[src/rtl/chan_scan_mux.sv]
// chan_scan_mux: registered N-to-1 channel mux with valid/ready output.
// Manual mode selects by sel each cycle; scan mode dwells DWELL cycles
// per channel and then captures it, cycling through the channels.
// Optional build macro CHAN_SCAN_MUX_MASK_EN adds a per-channel enable
// mask (ch_mask) honoured by both scan stepping and manual selection.
module chan_scan_mux #(
    parameter int WIDTH    = 8,
    parameter int CHANNELS = 4,
    parameter int SEL_W    = 2,
    parameter int DWELL    = 4
) (
    input  logic                      clk,
    input  logic                      rst,
    input  logic [CHANNELS*WIDTH-1:0] din,
    input  logic [SEL_W-1:0]          sel,
    input  logic                      mode,
    input  logic                      y_ready,
`ifdef CHAN_SCAN_MUX_MASK_EN
    input  logic [CHANNELS-1:0]       ch_mask,
`endif
    output logic [WIDTH-1:0]          y,
    output logic [SEL_W-1:0]          y_ch,
    output logic                      y_valid,
    output logic                      sel_err
);

    typedef enum logic {
        S_WAIT = 1'b0,
        S_CAP  = 1'b1
    } state_t;

    state_t             state_q;
    logic [15:0]        cnt_q;
    logic [SEL_W-1:0]   ptr_q;
    logic               mode_q;
    logic [WIDTH-1:0]   y_q;
    logic [SEL_W-1:0]   y_ch_q;
    logic               y_valid_q;
    logic               sel_err_q;

    logic [CHANNELS-1:0] en;
    logic                any_en;
    logic                slot_free;
    logic                found_cur;
    logic                found_nxt;
    int unsigned         cur_idx;
    int unsigned         nxt_idx;
    int unsigned         sel_idx;
    logic                man_ok;
    logic [WIDTH-1:0]    man_data;
    logic [WIDTH-1:0]    scan_data;

    assign y       = y_q;
    assign y_ch    = y_ch_q;
    assign y_valid = y_valid_q;
    assign sel_err = sel_err_q;

    // Channel enables, scan channel search and manual select decode
    always_comb begin
`ifdef CHAN_SCAN_MUX_MASK_EN
        en = ch_mask;
`else
        en = '1;
`endif
        any_en    = |en;
        slot_free = !y_valid_q || y_ready;

        // Current scan channel: first enabled channel at or after ptr.
        cur_idx   = int'(ptr_q);
        found_cur = 1'b0;
        for (int unsigned i = 0; i < CHANNELS; i++) begin
            if (!found_cur && en[(int'(ptr_q) + i) % CHANNELS]) begin
                cur_idx   = (int'(ptr_q) + i) % CHANNELS;
                found_cur = 1'b1;
            end
        end

        // Next scan channel: first enabled channel strictly after the current one,
        // wrapping back to the current channel when it is the only one enabled.
        nxt_idx   = cur_idx;
        found_nxt = 1'b0;
        for (int unsigned i = 1; i <= CHANNELS; i++) begin
            if (!found_nxt && en[(cur_idx + i) % CHANNELS]) begin
                nxt_idx   = (cur_idx + i) % CHANNELS;
                found_nxt = 1'b1;
            end
        end
        scan_data = din[cur_idx*WIDTH +: WIDTH];

        sel_idx  = int'(sel);
        man_ok   = 1'b0;
        man_data = '0;
        if (sel_idx < CHANNELS) begin
            man_ok = en[sel_idx];
            if (man_ok) begin
                man_data = din[sel_idx*WIDTH +: WIDTH];
            end
        end
    end

    // Output slot, scan FSM and mode tracking
    always_ff @(posedge clk or posedge rst) begin
        if (rst) begin
            state_q   <= S_WAIT;
            cnt_q     <= '0;
            ptr_q     <= '0;
            mode_q    <= 1'b0;
            y_q       <= '0;
            y_ch_q    <= '0;
            y_valid_q <= 1'b0;
            sel_err_q <= 1'b0;
        end else begin
            mode_q <= mode;
            // A free slot with no capture this cycle simply drains.
            if (slot_free) begin
                y_valid_q <= 1'b0;
            end

            if (!mode) begin
                // Manual (also covers the cycle scan mode is left).
                state_q <= S_WAIT;
                cnt_q   <= '0;
                if (slot_free) begin
                    y_q       <= man_data;
                    y_ch_q    <= sel;
                    sel_err_q <= !man_ok;
                    y_valid_q <= 1'b1;
                end
            end else if (!mode_q || !any_en) begin
                // Entering scan restarts from channel 0; an empty mask idles.
                if (!mode_q) begin
                    ptr_q <= '0;
                end
                state_q <= S_WAIT;
                cnt_q   <= '0;
            end else begin
                case (state_q)
                    S_WAIT: begin
                        cnt_q <= cnt_q + 16'd1;
                        if (cnt_q == 16'(DWELL - 1)) begin
                            state_q <= S_CAP;
                        end
                    end
                    S_CAP: begin
                        if (slot_free) begin
                            y_q       <= scan_data;
                            y_ch_q    <= SEL_W'(cur_idx);
                            sel_err_q <= 1'b0;
                            y_valid_q <= 1'b1;
                            ptr_q     <= SEL_W'(nxt_idx);
                            cnt_q     <= '0;
                            state_q   <= S_WAIT;
                        end
                    end
                    default: state_q <= S_WAIT;
                endcase
            end
        end
    end

endmodule

[config.mk]
export PLATFORM = sky130hd
export DESIGN_NAME = chan_scan_mux
export DESIGN_NICKNAME = d
export VERILOG_FILES = /design/src/rtl/chan_scan_mux.sv
export SDC_FILE = /design/constraint.sdc
export NUM_CORES = 1
export LEC_CHECK = 0
export BUFFER_PORTS_ARGS = -buffer_cell sky130_fd_sc_hd__buf_2
export CORE_MARGIN = 2
export CORE_UTILIZATION = 33
export CTS_BUF_LIST = sky130_fd_sc_hd__clkbuf_8
export DETAILED_ROUTE_END_ITERATION = 10
export GPL_TIMING_DRIVEN = 0
export PLACE_DENSITY = 0.57
export SYNTH_ARGS = -nofsm -noshare
export SYNTH_HDL_FRONTEND = slang
export SYNTH_SLANG_ARGS = --single-unit
[constraint.sdc]
create_clock -name clk -period 1.8 [get_ports clk]
set_clock_uncertainty 0.2 [all_clocks]
set_input_delay 0.36 -clock clk [delete_from_list [all_inputs] [get_ports clk]]
set_output_delay 0.36 -clock clk [all_outputs]
set_load 0.01 [all_outputs]
* After elaboration in Yosys (flattened, before gate mapping)
Index checks and enable logic that the tools add are counted.
** Storage, ports and cells
- Flip-flop bits (word level) :: 32
- Input port bits :: 38
- Output and inout port bits :: 12
- Logic and storage cells :: 117
** Operators by class
- Add/sub/neg operators :: 8
- Magnitude comparators :: 9
- Eq/ne operators :: 7
- Shift-type cells :: 2
- Multiplexer cells :: 64
- Bitwise gates (word level) :: 1
- Reductions and logical operators :: 18
** Operator list (count)
- $mux 16 :: 3
- $mux 8 :: 6
- $shiftx 32x33->8 :: 1
- $pmux 16 s2 :: 1
- $shiftx 32x6->8 :: 1
- $mux 2 :: 15
- $mux 1 :: 29
- $lt 2x3->1 const B :: 9
- $bmux 1 s2 :: 9
- $add 16x1->16 const B :: 1
- $eq 16x2->1 const B :: 1
- $add 2x2->2 const B :: 4
- $logic_not 1->1 :: 8
- $add 2x1->2 const B :: 3
- $logic_and 1x1->1 :: 6
- $ne 2x1->1 const B :: 3
- $ne 4x3->1 const B :: 1
- $reduce_and 4->1 :: 1
- $ne 3x2->1 const B :: 1
- $reduce_and 3->1 :: 1
- $ne 2x2->1 const B :: 1
- $pmux 1 s2 :: 1
- $reduce_bool 2->1 :: 1
- $logic_or 1x1->1 :: 1
- $not 1->1 :: 1

* Longest topological paths before layout
Gate-level depths: netlist of the first run.
- Word-level depth :: 28
- Gate-level depth with buffers :: 6
- Mapped depth without buffers :: 5

* Worst setup path before layout of the first run
OpenSTA, ideal clock, no wires.
- Kind :: in2reg
- Start point :: input port mode
- End point :: register y_q[0], in the netlist y[0]
- Setup time :: 141 ps
- Arrival time :: 1424 ps
- Data required time :: 1459 ps
- Path slack :: 35 ps
- Stages :: 5
- Path buffers :: 2
- Cell sequence :: buf_2 -> mux2i_4 -> buf_6 -> mux2i_1 -> o221ai_1
** On the way
- Word-level cells in the longest chain between the ends :: 2
- Elaborated cells on any way between the ends :: 5
- Classes of those cells :: eq/ne (2); mux (1); reduce/logical (2)
** RTL lines
- start, declared :: RTL line 16 : input logic mode,
- $ne 2x1->1 (no line) or $reduce_bool 2->1 (tied branches)
- $reduce_and 4->1 (no line)
- end signal, assigned :: RTL line 124 : y_q <= man_data;
- end signal, assigned :: RTL line 146 : y_q <= scan_data;
- end, declared :: RTL line 36 : logic [WIDTH-1:0] y_q;
Several ways; a longest one is shown, not always the timed one.
A chain may end at the register's enable or synchronous reset.

* Final worst setup path of the first run
- Start point :: register cnt_q[0]
- End point :: register cnt_q[15]
** On the way
- Word-level cells in the longest chain between the ends :: 4
** RTL lines
- start, declared :: RTL line 33 : logic [15:0] cnt_q;
- start signal, assigned :: RTL line 139 : cnt_q <= cnt_q + 16'd1;
- $add 16x1->16 :: RTL line 139
- $pmux 16 s2 :: RTL line 137 : case (state_q)
- $mux 16 :: RTL line 129 : end else if (!mode_q || !any_en) begin
- $mux 16 :: RTL line 119 : if (!mode) begin
Every way passes these cells.

==> impl_metrics.py, run 1 <==
metrics = {
    "grt": {
        "grt_util_all_layers_pct": 16.0,
        "antenna_found_initial": 0,
        "grt_pass1_vias": 1482,
        "grt_max_degree": 32,
        "grt_pass1_wl_um": 6870,
        "grt_overflow": 0,
    },
    "layout": {
        "n_fill_cell": 503,
        "fin_nets": 273,
        "n_antenna_cell": 0,
        "area_delta_synth_final_pct": 33.3,
        "stdcell_count": 305,
        "drive_gt1_share_pct": 35.7,
        "design_area_mm2": 0.00225,
    },
    "worst_setup_path": {
        "critPathArrivalTime_ns": 1.75,
        "endpoint_kind": "flop",
        "worstPathMaxFanout": 7,
        "start_kind": "flop",
        "cp.required_ns": 1.80,
        "critPathKind": "flop to flop",
    },
    "power": {
        "power_density_mw_per_mm2": 715,
        "leakagePower_nw": 1.08,
        "ir_drop_mv": 0.348,
    },
    "placed_design": {
        "io_buffers": 48,
        "place_area_mm2": 0.00202,
        "hpwl_um": 2830,
        "gp_congestion": 0.735,
        "dp_cells": 286,
    },
    "floorplan": {
        "start_util_pct": 33.7,
        "design.die.area_mm2": 0.00571,
        "core_area_mm2": 0.00501,
        "die_w_um": 75.5,
        "rows": 26,
        "dieHeight_um": 75.5,
        "ioPinCount": 50,
    },
    "synthesis": {
        "syn-num-nets": 207,
        "ys.warnings.count": 0,
        "async_reset_ff_share_pct": 100,
        "synth_area_leaders": "dfrtp_1 (46%), mux2i_1 (10%), o221ai_1 (4.1%), nand2_1 (3.6%), nor2_1 (3.1%)",
        "yosysTopAreaCell": "dfrtp_1",
        "syn_inst": 168,
        "yosys.area.top_type_share_pct": 45.9,
        "synthTopCellsByCount": "dfrtp_1 (31), mux2i_1 (17), nand2_1 (16)",
        "ys_seq_elements": 31,
        "synth_most_common_cell": "dfrtp_1",
        "seq_area_frac_synth_pct": 45.9,
        "synth_edf_count": 0,
        "yosysUniqueCellTypes": 41,
        "syn_area_mm2": 0.00169,
        "synth.avg_cell_area_um2": 10.1,
        "synth_flop_cell": "dfrtp_1",
    },
    "timing": {
        "min_period_ns": 1.75,
        "fin_crit_sh_pct": 97.3,
        "hold_ws_ns": 0.178,
        "drv_slew": 0,
        "fin_setup_tns_ns": 0,
        "finalHoldViolations": 0,
        "max_freq_mhz": 571,
        "rsz0062_at_grt": "true",
        "finalSetupViolations": 0,
    },
    "clock_network": {
        "cts_tree": "yes",
        "path_clk_slew_ns": 0.07,
        "cts_root_buf": "clkbuf_8",
        "htreeDepth": 2,
        "numCtsBuffers": 5,
        "cts-root-to-sink-buffers": 2,
        "clock-sinks": 31,
        "clk_latency_ns": 0.28,
    },
    "outcome": {
        "outcome": "finished clean",
    },
    "flow_run": {
        "max_cap_viol_count": 0,
    },
    "routing": {
        "firstDrtPassIters": 4,
        "vias": 1504,
        "wire_per_inst_um": 13.0,
        "viasPerCell": 4.93,
        "drt_iter0_markers": 127,
        "drc": 0,
        "ant_nets": 0,
        "wirelength_um": 3960,
    },
    "min_path": {
        "hp-class": "input port to flop",
    },
}
[metal layers]
metal	up-vias	wire length, µm	global-route usage (%)
met3	8	246	5.03
met2	48	1800	25.2
li1	752	-	-
met4	0	72	6.24
met5	-	0	0
met1	696	1840	20.6
[flip-flops by register name, summed over array words and instances, names as in the netlist, named ones only]
signal	cells
cnt_q	16
state_q	1
ptr_q	2
y	8
mode_q	1
y_ch	2
[per-stage QoR]
stage               util, %  worst slack, ns  total power, mW
finish                 44.9           0.0495             1.61
global route           44.9         -0.00679             1.70
CTS                    43.5          0.00520             1.62
detailed placement     40.3           -0.288             1.01
global placement       40.3           -0.249             1.01
floorplan                 -           0.0346            0.903
[critical path: stages, from the launching register on]
cell      delay (ns)
dfrtp_1         0.37
buf_4           0.13
and4_4          0.25
o211ai_4        0.11
or4_1           0.48
a21oi_1         0.13
[placed cells by master, fill, tap and decap left out, types with 4 or more instances in the layout]
master / Yosys / final
buf_2: 2 / 50
dfrtp_1: 31 / 30
mux2i_1: 17 / 17
nand2_1: 16 / 16
nor2_1: 14 / 14
buf_4: 1 / 10
a21oi_1: 10 / 8
o221ai_1: 8 / 8
clkbuf_8: 0 / 7
xor2_1: 6 / 6
o21ai_0: 5 / 5
nand3_1: 5 / 5
or3_1: 5 / 5
o21ai_1: 5 / 5
inv_1: 4 / 4
o2111ai_1: 4 / 4
[cell families after synthesis]
group | after synthesis | synth area share [%]
multiplexers | 18 | 11.4
AO/OA/AOI/OAI | 41 | 17.4
adder cells (fa/ha/maj) | 1 | 0.741
AND/OR/NAND/NOR | 58 | 17.7
other | 1 | 0.222
XOR/XNOR | 6 | 3.11
buffers and inverters | 12 | 3.48
flip-flops | 31 | 45.9
[report_power, final]
part	total (mW)	internal [mW]	switching [mW]	leakage, nW
registers	0.761	0.736	0.0242	0.410
logic	0.252	0.123	0.129	0.618
clock network	0.597	0.343	0.254	0.0557
[what timing repair did]
| action | in CTS | in global routing |
|---|---|---|
| pin swaps | 5 | 6 |
| hold endpoints to repair | 1 | 7 |
| gates resized for setup | 3 | 7 |
| setup buffers | 6 | 3 |
| setup endpoints to repair | 11 | 20 |
| hold buffers | 1 | 1 |
[final timing paths]
kind	start	to	slack, ns	cells past startpoint
min	y_ready	cnt_q[1]$_DFFE_PP0P_	0.18	3
max	cnt_q[0]$_DFFE_PP0P_	cnt_q[15]$_DFFE_PP0P_	0.05	5
max in group asynchronous	rst	cnt_q[4]$_DFFE_PP0P_	0.64	4
min in group asynchronous	rst	cnt_q[13]$_DFFE_PP0P_	0.35	3
min reg2reg	y[3]$_DFFE_PP0P_	y[3]$_DFFE_PP0P_	0.29	2
max reg2reg	cnt_q[0]$_DFFE_PP0P_	cnt_q[15]$_DFFE_PP0P_	0.05	5
[area by class of cell]
class	instances	area, µm²	share of cell area [%]
buffer	7	42.5	1.89
clock buffer	7	96.3	4.28
tap	70	87.6	3.89
timing repair buffer	60	355	15.8
inverter	4	15.0	0.667
clock inverter	1	3.75	0.167
sequential	31	777	34.5
multi-input combinational	125	873	38.8
No activity file was read; power rests on OpenSTA's default activity.
==> run 2, diff against run 1 <==
--- a/config.mk
+++ b/config.mk
@@ -11,7 +11,7 @@
 export CTS_BUF_LIST = sky130_fd_sc_hd__clkbuf_8
 export DETAILED_ROUTE_END_ITERATION = 10
 export GPL_TIMING_DRIVEN = 0
-export PLACE_DENSITY = 0.57
+export PLACE_DENSITY = 0.55
 export SYNTH_ARGS = -nofsm -noshare
 export SYNTH_HDL_FRONTEND = slang
 export SYNTH_SLANG_ARGS = --single-unit
==> constraint.sdc (replaced) <==
create_clock -name clk -period 2 [get_ports clk]
set_clock_uncertainty 0.2 [all_clocks]
set_input_delay 0.4 -clock clk [delete_from_list [all_inputs] [get_ports clk]]
set_output_delay 0.4 -clock clk [all_outputs]
set_load 0.01 [all_outputs]
==> run 2 against run 1 <==
  * Cell count down 3.0%
  * Fmax down 8.4%
  * Utilization down 1.9 points
  * Sequential share of layout area up 1.4 points
  * Largest cell class unchanged
==> impl_metrics.py, run 2 (same netlist as run 1, synthesis figures left out) <==
metrics = {
    "outcome": {
        "outcome": "finished clean",
    },
    "floorplan": {
        "design.die.area_mm2": 0.00571,
        "die_w_um": 75.5,
        "start_util_pct": 33.7,
        "core_area_mm2": 0.00501,
        "dieHeight_um": 75.5,
        "rows": 26,
        "ioPinCount": 50,
    },
    "grt": {
        "grt_util_all_layers_pct": 14.9,
        "grt_pass1_vias": 1303,
        "antenna_found_initial": 0,
        "grt_max_degree": 32,
        "grt_overflow": 0,
        "grt_pass1_wl_um": 6320,
    },
    "placed_design": {
        "gp_congestion": 0.697,
        "hpwl_um": 2820,
        "dp_cells": 286,
        "dp_slack_ns": -0.0786,
        "io_buffers": 48,
    },
    "timing": {
        "finalSetupViolations": 0,
        "rsz0062_at_grt": "false",
        "fin_crit_sh_pct": 95.6,
        "fin_setup_tns_ns": 0,
        "fin_ws_ns": 0.0886,
        "min_period_ns": 1.91,
        "drv_slew": 0,
        "max_freq_mhz": 523,
        "finalHoldViolations": 0,
    },
    "layout": {
        "final_common_cell": "buf_2",
        "largest_reg_flops": 16,
        "drive_gt1_share_pct": 30.1,
        "area_delta_synth_final_pct": 27.7,
        "mostFrequentLayoutCells": "buf_2 (50), dfrtp_1 (31), mux2i_1 (17)",
        "stdcell_count": 296,
        "n_antenna_cell": 0,
        "fin_nets": 264,
        "regMostFlops": "cnt_q",
    },
    "clock_network": {
        "clock-sinks": 31,
        "numCtsBuffers": 5,
        "clk_latency_ns": 0.28,
        "cts_root_buf": "clkbuf_8",
        "htreeDepth": 2,
        "cts_setup_buffers": 0,
        "cts-root-to-sink-buffers": 2,
        "cts_tree": "yes",
        "path_clk_slew_ns": 0.07,
    },
    "routing": {
        "drt_iter0_markers": 77,
        "wirelength_um": 3870,
        "ant_nets": 0,
        "viasPerCell": 4.94,
        "vias": 1463,
        "wire_per_inst_um": 13.1,
        "drc": 0,
        "firstDrtPassIters": 4,
    },
    "min_path": {
        "hp-class": "input port to flop",
    },
    "worst_setup_path": {
        "cp.required_ns": 2.01,
        "max_stage_delay_ns": 0.42,
        "slowest_stage": "dfrtp_1",
        "critPathArrivalTime_ns": 1.92,
        "endpoint_kind": "flop",
        "cp_cell_sequence": "ha_1, and3_2, o211ai_1, or3_1, a21oi_1",
        "critPathKind": "flop to flop",
        "start_kind": "flop",
        "worstPathMaxFanout": 6,
    },
    "power": {
        "ir_drop_mv": 0.251,
        "power_density_mw_per_mm2": 669,
        "leakagePower_nw": 1.04,
    },
    "flow_run": {
        "max_cap_viol_count": 0,
    },
}
==> run 2: changes by cell type in the layout (fill, tap and decap cells not counted), sizes merged <==
cell | before | now
buf | 62 | 53
clkbuf | 10 | 11
dlygate4sd3 | 2 | 1
==> run 2: metal layers <==
metal / track usage [%] / vias to the layer above / part of all wire, % / routed length, µm
li1: - / 733 / - / -
met1: 18.0 / 670 / 45 / 1740
met2: 24.2 / 55 / 46 / 1790
met3: 5.42 / 5 / 6.9 / 266
met4: 6.24 / 0 / 1.7 / 64
met5: 0 / - / 0 / 0
==> run 2: area by class of cell <==
class | instances | area (µm²)
buffer | 8 | 45.0
clock buffer | 7 | 96.3
clock inverter | 1 | 3.75
fill | 508 | 2850
inverter | 4 | 15.0
multi-input combinational | 125 | 856
sequential | 31 | 776
tap | 70 | 87.6
timing repair buffer | 50 | 278
==> run 2: worst paths after layout <==
| kind | startpoint | to | slack [ns] | cells past startpoint |
|---|---|---|---|---|
| min in group asynchronous | rst | cnt_q[1]$_DFFE_PP0P_ | 0.39 | 3 |
| max in group asynchronous | rst | cnt_q[12]$_DFFE_PP0P_ | 0.80 | 4 |
| worst min-delay path | mode | mode_q$_DFF_PP0_ | 0.03 | 1 |
| worst max-delay path | cnt_q[0]$_DFFE_PP0P_ | cnt_q[14]$_DFFE_PP0P_ | 0.09 | 5 |
| worst max register to register | cnt_q[0]$_DFFE_PP0P_ | cnt_q[14]$_DFFE_PP0P_ | 0.09 | 5 |
| worst min register to register | y_ch[1]$_DFFE_PP0P_ | y_ch[1]$_DFFE_PP0P_ | 0.28 | 2 |
==> run 2: what timing repair did <==
item                                   CTS  global route
endpoints found under the hold margin    0             7
setup endpoints to repair                0            11
resized for setup                        0             3
hold buffers                             0             1
==> run 2: power breakdown <==
group | switching, mW | internal [mW] | leakage (nW)
sequential | 0.0214 | 0.663 | 0.411
combinational | 0.113 | 0.104 | 0.572
clock | 0.234 | 0.309 | 0.0557
==> run 2: worst max-delay path: cells and delay by family (launching register included) <==
family	cells	cell delay, ns
adder cells (fa/ha/maj)	1	0.21
flip-flops	1	0.42
AND/OR/NAND/NOR	2	0.64
AO/OA/AOI/OAI	2	0.36
==> run 2: per-stage QoR <==
| step | cell area, µm² | total power, mW | hold slack [ns] | utilization [%] |
|---|---|---|---|---|
| 3_3_place_gp | 2020 | 0.907 | 0.267 | 40.3 |
| 5_1_grt | 2160 | 1.52 | 0.0196 | 43.1 |
| 4_1_cts | 2120 | 1.46 | 0.0205 | 42.3 |
| 6_report | 2160 | 1.44 | 0.0317 | 43.1 |
| 2_1_floorplan | 1690 | 0.812 | 0.231 | - |
| 3_5_place_dp | 2020 | 0.907 | 0.271 | 40.3 |
